--- src/rtl/sort_net_pkg.sv ---
// Shared types and helpers for the iterative odd-even sorter.
// The index-tag feature is controlled by SORT_NET_INDEX_EN in the top level.
package sort_net_pkg;

  typedef enum logic [1:0] {
    S_IDLE,
    S_SORT,
    S_DONE
  } state_t;

  localparam logic PHASE_EVEN = 1'b0;

  function automatic int clog2(input int v);
    int r;
    r = 0;
    for (int i = 0; i < 31; i++) begin
      if ((1 << i) < v) r = i + 1;
    end
    return r;
  endfunction

endpackage

--- src/rtl/sort_net_iter_cmp_swap.sv ---
// Compare-exchange decision for one adjacent key pair.
// Equal keys never swap, which keeps duplicates in input order.
module cmp_swap
  import sort_net_pkg::*;
#(
  parameter int W = 8
) (
  input  logic [W-1:0] a,
  input  logic [W-1:0] b,
  input  logic         desc,
  output logic         swapped
);

  assign swapped = desc ? (a < b) : (a > b);

endmodule

--- src/rtl/sort_net_iter.sv ---
// Iterative odd-even transposition sorter: N unsigned W-bit keys, one phase per clock.
// Define SORT_NET_INDEX_EN to add out_idx, the source slot of each sorted key.
module sort_net_iter
  import sort_net_pkg::*;
#(
  parameter  int N    = 4,
  parameter  int W    = 8,
  localparam int IDXW = clog2(N)
) (
  input  logic            clk,
  input  logic            reset,
  input  logic            in_valid,
  output logic            in_ready,
  input  logic [N*W-1:0]  in_data,
  input  logic            desc,
  output logic            out_valid,
  input  logic            out_ready,
  output logic [N*W-1:0]  out_data,
`ifdef SORT_NET_INDEX_EN
  output logic [N*IDXW-1:0] out_idx,
`endif
  output logic            busy
);

  localparam int PW = clog2(N);

  state_t         state;
  state_t         state_nxt;
  logic [PW-1:0]  phase;
  logic           dsc;
  logic [W-1:0]   keys [N];
  logic [W-1:0]   nk   [N];
  logic [N/2-1:0] sw_e;
  logic [N/2-1:0] sw_o;
  logic           last;

`ifdef SORT_NET_INDEX_EN
  logic [IDXW-1:0] tags [N];
  logic [IDXW-1:0] nt   [N];
`endif

  assign last = (phase == PW'(N - 1));

  always_comb begin
    state_nxt = state;
    in_ready  = 1'b0;
    out_valid = 1'b0;
    busy      = 1'b1;
    unique case (state)
      S_IDLE: begin
        in_ready = 1'b1;
        busy     = 1'b0;
        if (in_valid) state_nxt = S_SORT;
      end
      S_SORT: begin
        if (last) state_nxt = S_DONE;
      end
      S_DONE: begin
        out_valid = 1'b1;
        if (out_ready) state_nxt = S_IDLE;
      end
      default: state_nxt = S_IDLE;
    endcase
  end

  always_ff @(posedge clk) begin
    if (!reset) state <= S_IDLE;
    else        state <= state_nxt;
  end

  for (genvar g = 0; g < N / 2; g++) begin : g_even
    cmp_swap #(.W(W)) u_cs (
      .a      (keys[2*g]),
      .b      (keys[2*g+1]),
      .desc   (dsc),
      .swapped(sw_e[g])
    );
  end

  for (genvar g = 0; g < N / 2 - 1; g++) begin : g_odd
    cmp_swap #(.W(W)) u_cs (
      .a      (keys[2*g+1]),
      .b      (keys[2*g+2]),
      .desc   (dsc),
      .swapped(sw_o[g])
    );
  end

  // The odd phase has one pair fewer; the top flag pads the vector.
  assign sw_o[N/2-1] = 1'b0;

  always_comb begin
    for (int i = 0; i < N; i++) begin
      nk[i] = keys[i];
`ifdef SORT_NET_INDEX_EN
      nt[i] = tags[i];
`endif
    end
    if (phase[0] == PHASE_EVEN) begin
      for (int g = 0; g < N / 2; g++) begin
        if (sw_e[g]) begin
          nk[2*g]   = keys[2*g+1];
          nk[2*g+1] = keys[2*g];
`ifdef SORT_NET_INDEX_EN
          nt[2*g]   = tags[2*g+1];
          nt[2*g+1] = tags[2*g];
`endif
        end
      end
    end else begin
      for (int g = 0; g < N / 2; g++) begin
        if (sw_o[g]) begin
          nk[2*g+1]       = keys[(2*g+2)%N];
          nk[(2*g+2)%N]   = keys[2*g+1];
`ifdef SORT_NET_INDEX_EN
          nt[2*g+1]       = tags[(2*g+2)%N];
          nt[(2*g+2)%N]   = tags[2*g+1];
`endif
        end
      end
    end
  end

  always_ff @(posedge clk) begin
    if (!reset) begin
      phase <= '0;
      dsc   <= 1'b0;
      for (int i = 0; i < N; i++) begin
        keys[i] <= '0;
`ifdef SORT_NET_INDEX_EN
        tags[i] <= '0;
`endif
      end
    end else begin
      unique case (state)
        S_IDLE: begin
          if (in_valid) begin
            phase <= '0;
            dsc   <= desc;
            for (int i = 0; i < N; i++) begin
              keys[i] <= in_data[i*W +: W];
`ifdef SORT_NET_INDEX_EN
              tags[i] <= IDXW'(i);
`endif
            end
          end
        end
        S_SORT: begin
          phase <= phase + 1'b1;
          for (int i = 0; i < N; i++) begin
            keys[i] <= nk[i];
`ifdef SORT_NET_INDEX_EN
            tags[i] <= nt[i];
`endif
          end
        end
        default: ;
      endcase
    end
  end

  for (genvar i = 0; i < N; i++) begin : g_out
    assign out_data[i*W +: W] = keys[i];
`ifdef SORT_NET_INDEX_EN
    assign out_idx[i*IDXW +: IDXW] = tags[i];
`endif
  end

endmodule

--- config.mk ---
export PLATFORM = sky130hd
export DESIGN_NAME = sort_net_iter
export DESIGN_NICKNAME = d
export VERILOG_FILES = /design/src/rtl/sort_net_pkg.sv /design/src/rtl/sort_net_iter_cmp_swap.sv /design/src/rtl/sort_net_iter.sv
export SDC_FILE = /design/constraint.sdc
export NUM_CORES = 1
export LEC_CHECK = 0
export CAP_MARGIN = 30
export CORE_MARGIN = 3
export CORE_UTILIZATION = 50
export DETAILED_ROUTE_END_ITERATION = 10
export GPL_TIMING_DRIVEN = 0
export PLACE_DENSITY = 0.84
export SYNTH_ARGS = -nofsm -noshare
export SYNTH_HDL_FRONTEND = slang
export SYNTH_SLANG_ARGS = --single-unit
--- constraint.sdc ---
create_clock -name clk -period 8.15 [get_ports clk]
set_input_delay 2.0375 -clock clk [delete_from_list [all_inputs] [get_ports clk]]
set_output_delay 2.0375 -clock clk [all_outputs]
set_load 0.01 [all_outputs]
Yosys cells after proc, flatten, opt, wreduce, memory -nomap -nowiden
Memory sizes are Yosys's and may differ from the RTL's.
Index checks and enable logic that the tools add are counted.
Cells by class
  equal/unequal tests: 6
  reduce and logical (&&, ||, !) cells: 5
  magnitude comparators: 6
  $add $sub $neg: 1
  muxes and demuxes: 32
  bitwise logic cells: 8
Operators with widths (number)
  $mux 8: 8
  $mux 16: 3
  $mux 32: 1
  $gt 8x8->1: 3
  $lt 8x8->1: 3
  $mux 1: 14
  $mux 2: 4
  $or 1x1->1: 8
  $ne 2x2->1 const B: 3
  $pmux 2 s3: 1
  $eq 2x2->1 const B: 2
  $pmux 2 s2: 1
  $reduce_and 2->1: 2
  $reduce_and 3->1: 1
  $add 2x1->2 const B: 1
  $eq 2x1->1 const B: 1
  $logic_not 2->1: 1
  $reduce_bool 2->1: 1
Word-level totals
  memory bits (writable): 32
  input port bits: 37
  logic and storage cells: 62
  output and inout port bits: 35
  memories: 1
  register bits: 5
Memories
  keys: depth 4, bits a word 8, rd ports 4, clocked after Yosys merged registers in 0, write ports 4, line sort_net_iter.sv:31  | logic [W-1:0] keys [N];

Longest topological paths before layout
Gate-level depths: netlist of the first run.
  depth after elaboration: 6
  gate-level depth with buffers: 8

Cells and area by module
A second synthesis of the first run with hierarchy kept.
Unflattened totals
  cell total of the unflattened synthesis: 230
  area, all modules: 2456.1 um2
Modules (own cells, without submodules)
  sort_net_iter: cells each 143, area an instance 1829.3 um2, seq. area each 1061.0 um2, instances 1
  cmp_swap: cells each 29, area an instance 209.0 um2, seq. area each 0.0 um2, instances 3

Worst setup path before layout of the first run
Ideal clock, no wire load.
  path kind: input-to-reg
  start: input reset
  end: memory keys[2][0] (enable)
  required time: 7.762 ns
  arrival time: 3.272 ns
  path buffers: 1
  path slack: 4.490 ns
  stages: 4
  path through: nand3b_1 > clkbuf_1 > nor2_1 > a221oi_1
RTL lines
  from (decl): line sort_net_iter.sv:11  | input logic reset,
  to (decl): line sort_net_iter.sv:31

==> results of run 1 <==
## layer usage
layer  up-vias  global-route usage  wire [um]
met3        10              0.0507        461
met2        90               0.397       3010
met4         0              0.0632         86
met1       968               0.306       2730
li1       1013                   -          -
met5         -                   0          0
## through the flow
step / power [mW] / instance area [um^2] / hold WS [ps] / std cells
3_5_place_dp: 0.565 / 3180 / 478 / 361
3_3_place_gp: 0.551 / 3160 / 441 / 358
5_1_grt: 0.730 / 3260 / 528 / 369
4_1_cts: 0.688 / 3260 / 489 / 369
6_report: 0.688 / 3260 / 482 / 369
2_1_floorplan: 0.434 / 2380 / 433 / 235
## where the power goes
| group | leakage [nW] | total (mW) | internal (mW) | switching, mW |
|---|---|---|---|---|
| sequential | 0.396 | 0.291 | 0.248 | 0.0423 |
| combinational | 0.870 | 0.273 | 0.143 | 0.131 |
| clock | 0.0395 | 0.124 | 0.0607 | 0.0630 |
## how the worst max path moves through the flow
stage,to,slack (ps)
floorplan,keys[2][0],4490
global placement,keys[2][4],3350
detailed placement,keys[2][1],3510
CTS,keys[2][2],3800
global route,keys[2][3],3720
finish,keys[2][0],3810
## kinds of logic (layout without fill, tap and decap cells)
| kind of cell | Yosys count | after routing | share of synthesized area |
|---|---|---|---|
| flip-flops | 37 | 37 | 0.446 |
| AO/OA/AOI/OAI | 55 | 55 | 0.164 |
| AND/OR/NAND/NOR | 55 | 55 | 0.109 |
| adder cells (fa/ha/maj) | 25 | 25 | 0.131 |
| buffers and inverters | 44 | 126 | 0.0699 |
| multiplexers | 19 | 19 | 0.0799 |
## layout make-up
cell class                 count  share of cell area
timing repair buffer          74               0.224
multi-input combinational    154               0.354
sequential                    37               0.326
buffer                        10              0.0119
inverter                      34              0.0392
clock buffer                   8              0.0246
tap                           52              0.0200
## flip-flops by register name, indices dropped and copies added, names as in the netlist
signal / count
dsc: 1
keys: 32
phase: 2
state: 2
## synth_stat cells (all sizes together)
cell	instances	area, um^2
a2111oi	1	15.0
a211oi	1	7.51
a21boi	1	7.51
a21o	1	7.51
a21oi	7	35.0
a221oi	2	23.8
a22o	16	140
a41oi	1	8.76
and3	1	6.26
buf	1	3.75
clkbuf	9	35.0
dfxtp	5	100
edfxtp	32	961
ha	25	313
inv	34	128
mux2i	19	190
nand2	24	90.1
nand3	4	20.0
nand3b	1	7.51
nand4	4	25.0
nor2	11	41.3
nor2b	5	38.8
nor3	1	5.00
nor3b	1	7.51
nor4	2	12.5
o2111ai	1	8.76
o211ai	1	7.51
o21a	1	7.51
o21ai	18	90.1
o22ai	1	6.26
o31a	1	8.76
o31ai	2	15.0
or3	1	6.26
## critical path, stage by stage
cell and delay, ps:
clkdlybuf4s50_1 550, nand3b_1 130, nor2_1 610, clkbuf_1 500
a221oi_1 310, buf_4 250
==> run summary, run 1 <==
Status - completed
1st-pass router iterations - 4
Final setup viols - 0
Power density over the cells - 211 nW/um^2
Max transition margin - 0.434
Reg2reg setup slack - 4920 ps
H-tree depth - 2
Worst hold start - phase[1]
Clk sinks - 37
Post-layout util - 0.728
Routed Antenna Nets - 0
Floorplan row count - 24
Most frequent cells in the layout - 71 x clkdlybuf4s50_1, 34 x inv_1, 32 x edfxtp_1, 25 x ha_1, 24 x nand2_1
HP Class - register to register
TritonCTS buffer count - 5
Vias - 2081
Hold Path Depth - 2
Setup Crit Path Kind - input pin to register
PortBufs - 71
Routed wire length - 6.29 mm
Number of synthesis warnings - 0
Detail Placement HPWL - 4.76 mm
Dpl ws - 3510 ps
Fin nets - 378
CP arrival - 4400 ps
Vias in the first global route - 2031
Ant diodes - 0
Number of DRC markers in iteration 0 - 98
Gate count after technology mapping - 235
Final setup TNS - 0 ps
Layout cell share with drive strength beyond 1 - 0.0379
Final worst path period share - 0.533
I/O Pins - 72
Mapped Nets - 297
DR WL/cell - 17.0 um
Worst vdd ir - 0.118 mV
Period minus WS final - 4340 ps
Area occupied by multi-input gates - 1150 um^2
Maximum fanout along the worst path - 10
Initial antenna violation count - 0
Initial Util - 0.532
Mapped cell area - 2380 um^2
Clock Latency Late Sink - 290 ps
Synth cell types - 37
Largest net degree at the start of global routing - 11
Crit path capture type - register
Setup bufs post-CTS - 0
Worst reg2reg startpoint - keys[1][1]
Die extent in y - 75.0 um
Leak Pwr - 1.31 nW
Yosys reg bits - 37
Layout area overhead - 36.8%
DIE AREA - 5620 um^2
Detailed-route vias per instance - 5.64
Die width - 75.0 um
Hold EP - phase[1]
CP startpoint kind - input pin
Worst Path Required - 8210 ps
Hold buffers post-CTS - 0
Crit path from - reset
Clock Path Buffers - 2
Max-cap viol count - 0
Routability cong. - 0.815
Worst reg2reg path depth - 9
Grt total ovfl - 0
Drt drc - 0
Part of the Yosys area used for sequential elements - 0.446
Final Hold Viols - 0
Slew @ Worst Pin - 849 ps
Synth Area per Inst - 10.1 um^2
Worst R2R End - keys[0][1]
Fmax - 230 MHz
Clock root cell - clkbuf_8
Slew Limit Fails - 0
First-pass GRT wire length - 9.80 mm
Setup ws final - 3810 ps
Most common cell after layout, fill and taps aside - clkdlybuf4s50_1
Setup Skew - 3.47 ps
RSZ-0062 raised after global routing - no
Cts repair resizes - 0
Core area - 4470 um^2
FF/Latch Area - 1060 um^2
Clk slew on worst S/H paths - 70 ps
Total GRT Usage - 0.236
TritonCTS clock tree - done
Fill count - 331
Note: power is estimated with default switching activity, not from simulation.
==> run 2: changes to the inputs <==
CORE_UTILIZATION = 43   (was 50)
PLACE_DENSITY = 0.77   (was 0.84)
clock period = 3.8 ns   (was 8.15 ns; I/O delays follow)
==> run 2 against run 1 <==
Effect of this change: worst hold slack worse by 15 ps; register-to-register slack worse by 4300 ps; sequential power up 120%; global-route usage down 1.7 points; critical path type unchanged.
==> run summary, run 2 (synthesis results as in run 1) <==
CP arrival - 3360 ps
Number of DRC markers in iteration 0 - 103
Floorplan row count - 26
Clk slew on worst S/H paths - 80 ps
Total GRT Usage - 0.219
Die width - 80.4 um
Buf/Inv on CP - 3
Most frequent cells in the layout - 71 x clkdlybuf4s50_1, 34 x inv_1, 32 x edfxtp_1, 25 x ha_1, 24 x nand2_1
HP Class - register to register
Routed Antenna Nets - 0
Worst vdd ir - 0.249 mV
Reg2reg setup slack - 620 ps
Detail Placement HPWL - 4.95 mm
Cts repair resizes - 0
Fmax - 304 MHz
Clock Latency Late Sink - 290 ps
Clock Path Buffers - 2
H-tree depth - 2
CP max stage delay - 590 ps
Fill count - 435
Final worst path period share - 0.866
Drt drc - 0
Power density over the cells - 451 nW/um^2
Period minus WS final - 3290 ps
Worst-path cell chain - clkdlybuf4s50_1, nand3b_1, nor2_1, clkbuf_1, a221oi_1, buf_4
Layout area overhead - 37.7%
Final setup viols - 0
Routability cong. - 0.805
Crit path capture type - register
Max transition margin - 0.447
Ant diodes - 0
Most common cell after layout, fill and taps aside - clkdlybuf4s50_1
DIE AREA - 6460 um^2
Clock root cell - clkbuf_8
Hold Path Depth - 2
Detailed-route vias per instance - 5.34
Largest register by flop count - keys
Area occupied by multi-input gates - 1150 um^2
Vias in the first global route - 2168
Worst R2R End - keys[0][0]
Slowest stage cell, crit path - nor2_1
TritonCTS buffer count - 5
Min Hold Slack - 467 ps
Max reg flops - 32
Hold EP - phase[1]
Top Registers - keys (32), phase (2), state (2)
Routed wire length - 6.53 mm
Delay-heaviest family, CP - buffers and inverters
Slew Limit Fails - 0
Worst reg2reg path depth - 9
FF/Latch Area - 1060 um^2
Vias - 2067
Clk sinks - 37
RSZ-0062 raised after global routing - no
Dpl ws - 287 ps
Maximum fanout along the worst path - 10
Layout cell share with drive strength beyond 1 - 0.0410
Leak Pwr - 1.31 nW
PortBufs - 71
Die extent in y - 80.4 um
TritonCTS clock tree - done
Slew @ Worst Pin - 830 ps
1st-pass router iterations - 4
Max-cap viol count - 0
Fin nets - 378
Final Hold Viols - 0
Final setup TNS - 0 ps
Worst Path Required - 3860 ps
CP startpoint kind - input pin
Worst reg2reg startpoint - keys[1][1]
Status - completed
Initial antenna violation count - 0
Hold buffers post-CTS - 0
Core area - 5240 um^2
DR WL/cell - 16.9 um
Setup Crit Path Kind - input pin to register
Largest net degree at the start of global routing - 12
Initial Util - 0.454
Setup bufs post-CTS - 0
Worst hold start - phase[1]
Setup Skew - 11.7 ps
First-pass GRT wire length - 10.7 mm
Setup ws final - 508 ps
Grt total ovfl - 0
I/O Pins - 72
[run 2: changes by cell type in the layout (fill, tap and decap cells not counted)]
cell / delta
clkbuf_1: -1
buf_4: -1
buf_2: +1
clkinv_2: +1
[run 2: metal layers]
metal,vias up,track usage,wire length (um)
li1,1011,-,-
met1,976,0.279,2810
met2,74,0.376,3180
met3,6,0.0460,479
met4,0,0.0557,59
met5,-,0,0
[run 2: area by class of cell]
cell class | count | share of cell area
repair buffers | 74 | 0.222
clock inverters | 1 | 0.00153
plain buffers | 10 | 0.0118
clock buffers | 7 | 0.0233
flip-flops and latches | 37 | 0.324
multi-input cells | 154 | 0.352
well taps | 70 | 0.0267
inverters | 34 | 0.0389
[run 2: through the flow]
step                total power, mW  utilization  cells  area, um^2
floorplan                     0.930            -    235        2380
CTS                            1.48        0.626    387        3280
global route                   1.58        0.626    387        3280
finish                         1.48        0.626    387        3280
detailed placement             1.21        0.610    379        3200
global placement               1.19        0.607    376        3180
[run 2: worst reg2reg max path, delay by kind of cell (launching register included)]
kind                     cells  cell delay [ps]
AO/OA/AOI/OAI                4             1280
adder cells (fa/ha/maj)      1              290
flip-flops                   1              490
AND/OR/NAND/NOR              2              470
buffers and inverters        2              360
[run 2: worst max-delay path by stage]
stage | startpoint | end | slack (ps) | depth (start not counted)
4_1_cts | reset | keys[2][3] | 600 | 6
3_5_place_dp | reset | keys[2][0] | 290 | 6
3_3_place_gp | reset | keys[2][3] | 90 | 5
5_1_grt | reset | keys[3][2] | 370 | 7
2_1_floorplan | keys[1][1] | keys[0][0] | 900 | 8
6_report | reset | keys[2][3] | 510 | 6
[run 2: power by group]
part | switching (mW) | internal [mW]
Clock | 0.141 | 0.129
Combinational | 0.277 | 0.305
Sequential | 0.0933 | 0.532
Total | 0.511 | 0.966
